## config.mk

```make
export PLATFORM = sky130hd
export DESIGN_NAME = switch_packet_parser_flat
export DESIGN_NICKNAME = d
export VERILOG_FILES = /design/src/rtl/switch_packet_parser_pkg.sv /design/src/rtl/switch_packet_parser_if.sv /design/src/rtl/switch_packet_parser_parity_acc.sv /design/src/rtl/switch_packet_parser.sv /design/src/flat_wrapper.sv
export SDC_FILE = /design/constraint.sdc
export NUM_CORES = 1
export LEC_CHECK = 0
export CAP_MARGIN = 20
export CORE_AREA = 5 5 94 74
export DETAILED_ROUTE_END_ITERATION = 10
export DIE_AREA = 0 0 99 79
export PLACE_DENSITY = 0.73
export SYNTH_ARGS = -nofsm -noshare
export SYNTH_HDL_FRONTEND = slang
export SYNTH_SLANG_ARGS = --single-unit
```

## constraint.sdc

```tcl
create_clock -name clock -period 2.1 [get_ports clock]
set_clock_uncertainty 0.2 [all_clocks]
set_input_delay 0.63 -clock clock [delete_from_list [all_inputs] [get_ports clock]]
set_output_delay 0.63 -clock clock [all_outputs]
set_load 0.02 [all_outputs]
```

## src/rtl/switch_packet_parser_pkg.sv

```systemverilog
// Shared types and constants for the switch control-byte packet parser.
// Holds the parser state encoding, the sync byte and the default payload limit.
package switch_rtl_pkg;

    localparam int         DEFAULT_MAX_LEN = 64;
    localparam logic [7:0] SYNC_BYTE       = 8'hFF;

    typedef enum logic [2:0] {
        IDLE    = 3'd0,
        DA      = 3'd1,
        SA      = 3'd2,
        LEN     = 3'd3,
        PAYLOAD = 3'd4,
        PARITY  = 3'd5,
        DROP    = 3'd6
    } state_t;

endpackage

```

## src/rtl/switch_packet_parser_if.sv

```systemverilog
// Byte-stream and result bus between the switch control side and the parser.
// Handshake: a byte on data_in is taken on a rising clock edge only when sw_enable_in=1; there is no back-pressure, read_out is status only.
interface switch_packet_parser_if;
    import switch_rtl_pkg::*;

    logic [7:0] data_in;
    logic       sw_enable_in;
    logic       read_out;
    logic       out_valid;
    logic [7:0] out_data;
    logic       out_last;
    logic [7:0] pkt_da;
    logic [7:0] pkt_sa;
    logic [7:0] pkt_len;
    logic       pkt_done;
    logic       pkt_ok;
    state_t     dbg_state;

    modport slave (
        input  data_in, sw_enable_in,
        output read_out, out_valid, out_data, out_last,
               pkt_da, pkt_sa, pkt_len, pkt_done, pkt_ok, dbg_state
    );

    modport master (
        output data_in, sw_enable_in,
        input  read_out, out_valid, out_data, out_last,
               pkt_da, pkt_sa, pkt_len, pkt_done, pkt_ok, dbg_state
    );

endinterface

```

## src/rtl/switch_packet_parser_parity_acc.sv

```systemverilog
// Running XOR accumulator over header and payload bytes.
// Clear wins over enable so a new packet can start on the same edge.
module switch_parity_acc (
    input  logic       clock,
    input  logic       reset_n,
    input  logic       i_clear,
    input  logic       i_enable,
    input  logic [7:0] i_byte,
    output logic [7:0] o_parity
);

    logic [7:0] r_parity;

    always_ff @(posedge clock or negedge reset_n) begin
        if (!reset_n) begin
            r_parity <= 8'h00;
        end else if (i_clear) begin
            r_parity <= 8'h00;
        end else if (i_enable) begin
            r_parity <= r_parity ^ i_byte;
        end
    end

    assign o_parity = r_parity;

endmodule

```

## src/rtl/switch_packet_parser.sv

```systemverilog
// Parses FF,DA,SA,LEN,payload,parity packets from the switch control stream.
// Payload bytes are re-emitted one cycle after acceptance; oversize packets are consumed silently.
module switch_packet_parser
    import switch_rtl_pkg::*;
#(
    parameter int MAX_LEN = DEFAULT_MAX_LEN
) (
    input  logic                   clock,
    input  logic                   reset_n,
    switch_packet_parser_if.slave  bus
);

    localparam logic [7:0] MAX_LEN_B = 8'(MAX_LEN);

    state_t     r_state;
    logic [7:0] r_remaining;
    logic       r_out_valid;
    logic [7:0] r_out_data;
    logic       r_out_last;
    logic [7:0] r_pkt_da;
    logic [7:0] r_pkt_sa;
    logic [7:0] r_pkt_len;
    logic       r_pkt_done;
    logic       r_pkt_ok;

    logic       w_accept;
    logic [7:0] w_byte;
    logic       w_par_clear;
    logic       w_par_enable;
    logic [7:0] w_parity;

    assign w_accept     = bus.sw_enable_in;
    assign w_byte       = bus.data_in;
    assign w_par_clear  = w_accept && (r_state == IDLE) && (w_byte == SYNC_BYTE);
    assign w_par_enable = w_accept && ((r_state == DA) || (r_state == SA) ||
                                       (r_state == LEN) || (r_state == PAYLOAD));

    switch_parity_acc u_parity_acc (
        .clock    (clock),
        .reset_n  (reset_n),
        .i_clear  (w_par_clear),
        .i_enable (w_par_enable),
        .i_byte   (w_byte),
        .o_parity (w_parity)
    );

    // Strobes default low every edge; everything else only moves on an accepted byte.
    always_ff @(posedge clock or negedge reset_n) begin
        if (!reset_n) begin
            r_state     <= IDLE;
            r_remaining <= 8'h00;
            r_out_valid <= 1'b0;
            r_out_data  <= 8'h00;
            r_out_last  <= 1'b0;
            r_pkt_da    <= 8'h00;
            r_pkt_sa    <= 8'h00;
            r_pkt_len   <= 8'h00;
            r_pkt_done  <= 1'b0;
            r_pkt_ok    <= 1'b0;
        end else begin
            r_out_valid <= 1'b0;
            r_out_last  <= 1'b0;
            r_pkt_done  <= 1'b0;
            r_pkt_ok    <= 1'b0;
            if (w_accept) begin
                case (r_state)
                    IDLE: begin
                        if (w_byte == SYNC_BYTE) begin
                            r_state <= DA;
                        end
                    end
                    DA: begin
                        r_pkt_da <= w_byte;
                        r_state  <= SA;
                    end
                    SA: begin
                        r_pkt_sa <= w_byte;
                        r_state  <= LEN;
                    end
                    LEN: begin
                        r_pkt_len   <= w_byte;
                        r_remaining <= w_byte;
                        if (w_byte == 8'h00) begin
                            r_state <= PARITY;
                        end else if (w_byte > MAX_LEN_B) begin
                            r_state <= DROP;
                        end else begin
                            r_state <= PAYLOAD;
                        end
                    end
                    PAYLOAD: begin
                        r_out_valid <= 1'b1;
                        r_out_data  <= w_byte;
                        r_out_last  <= (r_remaining == 8'd1);
                        if (r_remaining != 8'd0) begin
                            r_remaining <= r_remaining - 8'd1;
                        end
                        if (r_remaining <= 8'd1) begin
                            r_state <= PARITY;
                        end
                    end
                    PARITY: begin
                        r_pkt_done <= 1'b1;
                        r_pkt_ok   <= (w_byte == w_parity);
                        r_state    <= IDLE;
                    end
                    DROP: begin
                        // Counter runs len..0, so len+1 bytes (payload plus parity slot) are eaten.
                        if (r_remaining == 8'd0) begin
                            r_pkt_done <= 1'b1;
                            r_pkt_ok   <= 1'b0;
                            r_state    <= IDLE;
                        end else begin
                            r_remaining <= r_remaining - 8'd1;
                        end
                    end
                    default: begin
                        r_state <= IDLE;
                    end
                endcase
            end
        end
    end

    assign bus.read_out  = (r_state == IDLE);
    assign bus.out_valid = r_out_valid;
    assign bus.out_data  = r_out_data;
    assign bus.out_last  = r_out_last;
    assign bus.pkt_da    = r_pkt_da;
    assign bus.pkt_sa    = r_pkt_sa;
    assign bus.pkt_len   = r_pkt_len;
    assign bus.pkt_done  = r_pkt_done;
    assign bus.pkt_ok    = r_pkt_ok;
    assign bus.dbg_state = r_state;

endmodule
```

## src/flat_wrapper.sv

```systemverilog
// flat-port wrapper written by rule: the top's interface ports become plain ports
module switch_packet_parser_flat import switch_rtl_pkg::*;
#(
    parameter int MAX_LEN = DEFAULT_MAX_LEN
)
  (clock, reset_n, bus_data_in, bus_sw_enable_in, bus_read_out, bus_out_valid, bus_out_data, bus_out_last, bus_pkt_da, bus_pkt_sa, bus_pkt_len, bus_pkt_done, bus_pkt_ok, bus_dbg_state);
  switch_packet_parser_if bus_i ();
  input  logic clock;
  input  logic reset_n;
  input wire logic [$bits(bus_i.data_in)-1:0] bus_data_in;
  input wire logic [$bits(bus_i.sw_enable_in)-1:0] bus_sw_enable_in;
  output wire logic [$bits(bus_i.read_out)-1:0] bus_read_out;
  output wire logic [$bits(bus_i.out_valid)-1:0] bus_out_valid;
  output wire logic [$bits(bus_i.out_data)-1:0] bus_out_data;
  output wire logic [$bits(bus_i.out_last)-1:0] bus_out_last;
  output wire logic [$bits(bus_i.pkt_da)-1:0] bus_pkt_da;
  output wire logic [$bits(bus_i.pkt_sa)-1:0] bus_pkt_sa;
  output wire logic [$bits(bus_i.pkt_len)-1:0] bus_pkt_len;
  output wire logic [$bits(bus_i.pkt_done)-1:0] bus_pkt_done;
  output wire logic [$bits(bus_i.pkt_ok)-1:0] bus_pkt_ok;
  output wire logic [$bits(bus_i.dbg_state)-1:0] bus_dbg_state;
  assign bus_i.data_in = bus_data_in;
  assign bus_i.sw_enable_in = bus_sw_enable_in;
  assign bus_read_out = bus_i.read_out;
  assign bus_out_valid = bus_i.out_valid;
  assign bus_out_data = bus_i.out_data;
  assign bus_out_last = bus_i.out_last;
  assign bus_pkt_da = bus_i.pkt_da;
  assign bus_pkt_sa = bus_i.pkt_sa;
  assign bus_pkt_len = bus_i.pkt_len;
  assign bus_pkt_done = bus_i.pkt_done;
  assign bus_pkt_ok = bus_i.pkt_ok;
  assign bus_dbg_state = bus_i.dbg_state;
  switch_packet_parser #(.MAX_LEN(MAX_LEN)) u_core (.clock(clock), .reset_n(reset_n), .bus(bus_i));
endmodule
```

==> results.sh <==
export IMPL_final_setup_viol_count=0
export IMPL_slew_viol_final=0
export IMPL_clk_latency_ns=0.31
export IMPL_drive_above_1_share_pct=28.1
export IMPL_power_density_nw_per_um2=1460
export IMPL_viasPerCell=5.53
export IMPL_final_nets=330
export IMPL_drtPass1Iterations=5
export IMPL_grt_max_degree=56
export IMPL_nFillCells=517
export IMPL_relSlewSlack_pct=73.9
export IMPL_synth_area_leader_cell="dfrtp_1"
export IMPL_peakVddDrop_mv=0.792
export IMPL_yosys_warnings=0
export IMPL_postSynthCellCount=239
export IMPL_r2r_setup_slack_ns=0.05
export IMPL_root_buffer="clkbuf_8"
export IMPL_die_h_um=79
export IMPL_hold_slack_ns=0.0846
export IMPL_required_ns=1.27
export IMPL_gr_usage_all_layers_pct=17.8
export IMPL_hp_class="input port to async pin"
export IMPL_r2r_start="u_core.r_remaining[1]"
export IMPL_crit_fanout=1
export IMPL_p_total_w=0.00516
export IMPL_synth_nets=253
export IMPL_max_stage_delay_ns=0.59
export IMPL_grt_overflow=0
export IMPL_crit_chain="clkdlybuf4s50_1"
export IMPL_dieArea_um2=7820
export IMPL_worstPathArrival_ns=1.23
export IMPL_wl_per_cell_um=17.1
export IMPL_worst_setup_path_end_kind="output port"
export IMPL_start_util_pct=42.6
export IMPL_synth_seq_area_share_pct=53.6
export IMPL_cpMaxStageDelayCell="clkdlybuf4s50_1"
export IMPL_synth_edf_count=0
export IMPL_row_count=25
export IMPL_synth_avg_cell_area_um2=10.8
export IMPL_worst_r2r_path_depth=6
export IMPL_io_pins=51
export IMPL_clkTransAtPathRegs_ns=0.10
export IMPL_die_w_um=99
export IMPL_grt_pass1_vias=2110
export IMPL_globalplace_congestion=0.945
export IMPL_yosys_most_used_dff="dfrtp_1"
export IMPL_outcome="complete, no violations"
export IMPL_fin_util_pct=58.3
export IMPL_yosysMostFrequentCell="dfrtp_1"
export IMPL_h_tree_depth=2
export IMPL_drtIter0Drc=124
export IMPL_seqCellArea_um2=1380
export IMPL_placement_io_buffers=50
export IMPL_crit_family="buffers and inverters"
export IMPL_crit_cells=1
export IMPL_cts_sinks=55
export IMPL_cts_hold_fix_buffers=0
export IMPL_r2r_end="u_core.r_remaining[7]"
export IMPL_min_period_ns=2.06
export IMPL_cts_tree="built"
export IMPL_synth_seq_cells=55
export IMPL_critPathLaunchType="flip-flop"
export IMPL_dp_slack_ns=-0.400
export IMPL_routed_via_count=2201
export IMPL_core_area_um2=6040
export IMPL_cp_num_buf_inv=1
export IMPL_cts_buffer_depth=2
export IMPL_drcViolationCount=0
export IMPL_multi_input_area_um2=1150
export IMPL_drv_cap=0
export IMPL_synth_top_cells_by_count="dfrtp_1 (55), nand2_1 (29), mux2_2 (24)"
export IMPL_synthDistinctLibCells=47
export IMPL_wl_um=6800
export IMPL_ant_nets=0
export IMPL_synth_async_reset_ratio_pct=100
export IMPL_hpwl_um=4800
export IMPL_tightest_slew_ns=0.391
export IMPL_numCtsBuffers=5
export IMPL_timing_final_crit_share_pct=98.2
export IMPL_p_leak_nw=1.65
export IMPL_synthTopCellsByArea="dfrtp_1 (54%), mux2_2 (11%), nand2_1 (4.2%), a31oi_1 (3.2%), a21oi_1 (3.1%)"
export IMPL_critPathKind="flip-flop to output port"
export IMPL_antenna_found_initial=0
export IMPL_synthToLayoutAreaGrowth_pct=37.0
export IMPL_timing_fmax_mhz=485
export IMPL_finalHoldViolCount=0
export IMPL_grt_pass1_wl_um=11000
export IMPL_worst_slack_ns=0.0371
export IMPL_synth_top_area_share_pct=53.6
export IMPL_antennaDiodeCount=0
export IMPL_syn_area_um2=2570
==> cell families after synthesis <==
kind of cell | Yosys count | synth area share [%]
compound gates | 53 | 12.9
mux | 24 | 10.5
buf+inv | 23 | 3.75
fa+ha+maj | 3 | 1.46
flops | 55 | 53.6
xor+xnor | 8 | 2.73
simple gates | 73 | 15.1
==> state kept, by name, indices dropped and copies added (netlist names), 3 cells and up <==
signal,count
u_core.bus.dbg_state,3
u_core.bus.out_data,8
u_core.bus.pkt_da,8
u_core.bus.pkt_len,8
u_core.bus.pkt_sa,8
u_core.r_remaining,8
u_core.u_parity_acc.o_parity,8
==> power breakdown <==
part	internal [W]	switching, W
sequential	0.00155	0.000327
combinational	0.00117	0.00140
clock	0.000361	0.000354
total	0.00308	0.00208
==> cells in the final DEF (no fill, tap or decap), types with 5 or more instances in the layout <==
cell type and count:
nor2_1 9, a21oi_1 16, mux2_2 24, nand2_1 29, clkbuf_8 5, nor3_1 6, buf_4 38, o21ai_0 6
xor2_1 5, dfrtp_1 55, dlygate4sd2_1 35, a31oi_1 13, clkdlybuf4s50_1 8
==> routing by layer <==
metal  vias up  part of all wire [%]  GRT usage, %
met5         -                     0             0
met4         0                  0.59          2.86
met3         7                   7.5          4.30
met2        91                    46          27.1
met1      1092                    46          26.2
li1       1011                     -             -
==> final cells by class <==
class	count	area share, %
Sequential cell	55	39.1
Tap cell	81	2.88
Clock buffer	6	2.06
Multi-Input combinational cell	161	32.8
Inverter	3	0.320
Clock inverter	2	1.10
Timing Repair Buffer	90	21.8
==> how the worst max path moves through the flow <==
stage	start	end	slack (ns)
after floorplan	bus_data_in[1]	u_core.u_parity_acc.o_parity[5]	0.09
after detailed placement	bus_sw_enable_in	u_core.bus.pkt_sa[3]	-0.40
after global routing	u_core.r_remaining[1]	u_core.r_remaining[5]	-0.009
after CTS	u_core.bus.dbg_state[0]	bus_read_out	0.0009
final	u_core.bus.out_last	bus_out_last	0.04
after global placement	bus_sw_enable_in	u_core.bus.pkt_sa[2]	-0.38
==> stage by stage <==
stage	cell area (um2)	cells	TNS, ns
after global placement	3380	387	-12.36
after global routing	3520	398	-0.0330
after floorplan	2570	239	0
after detailed placement	3380	387	-12.72
after CTS	3480	396	0
final	3520	398	0
==> repair_timing <==
item                       in CTS  in global routing
setup buffers                   1                  2
gates resized for setup        45                 15
pin swaps                       2                  1
setup endpoints to repair      53                 40
Power figures use the tool's default switching activity.
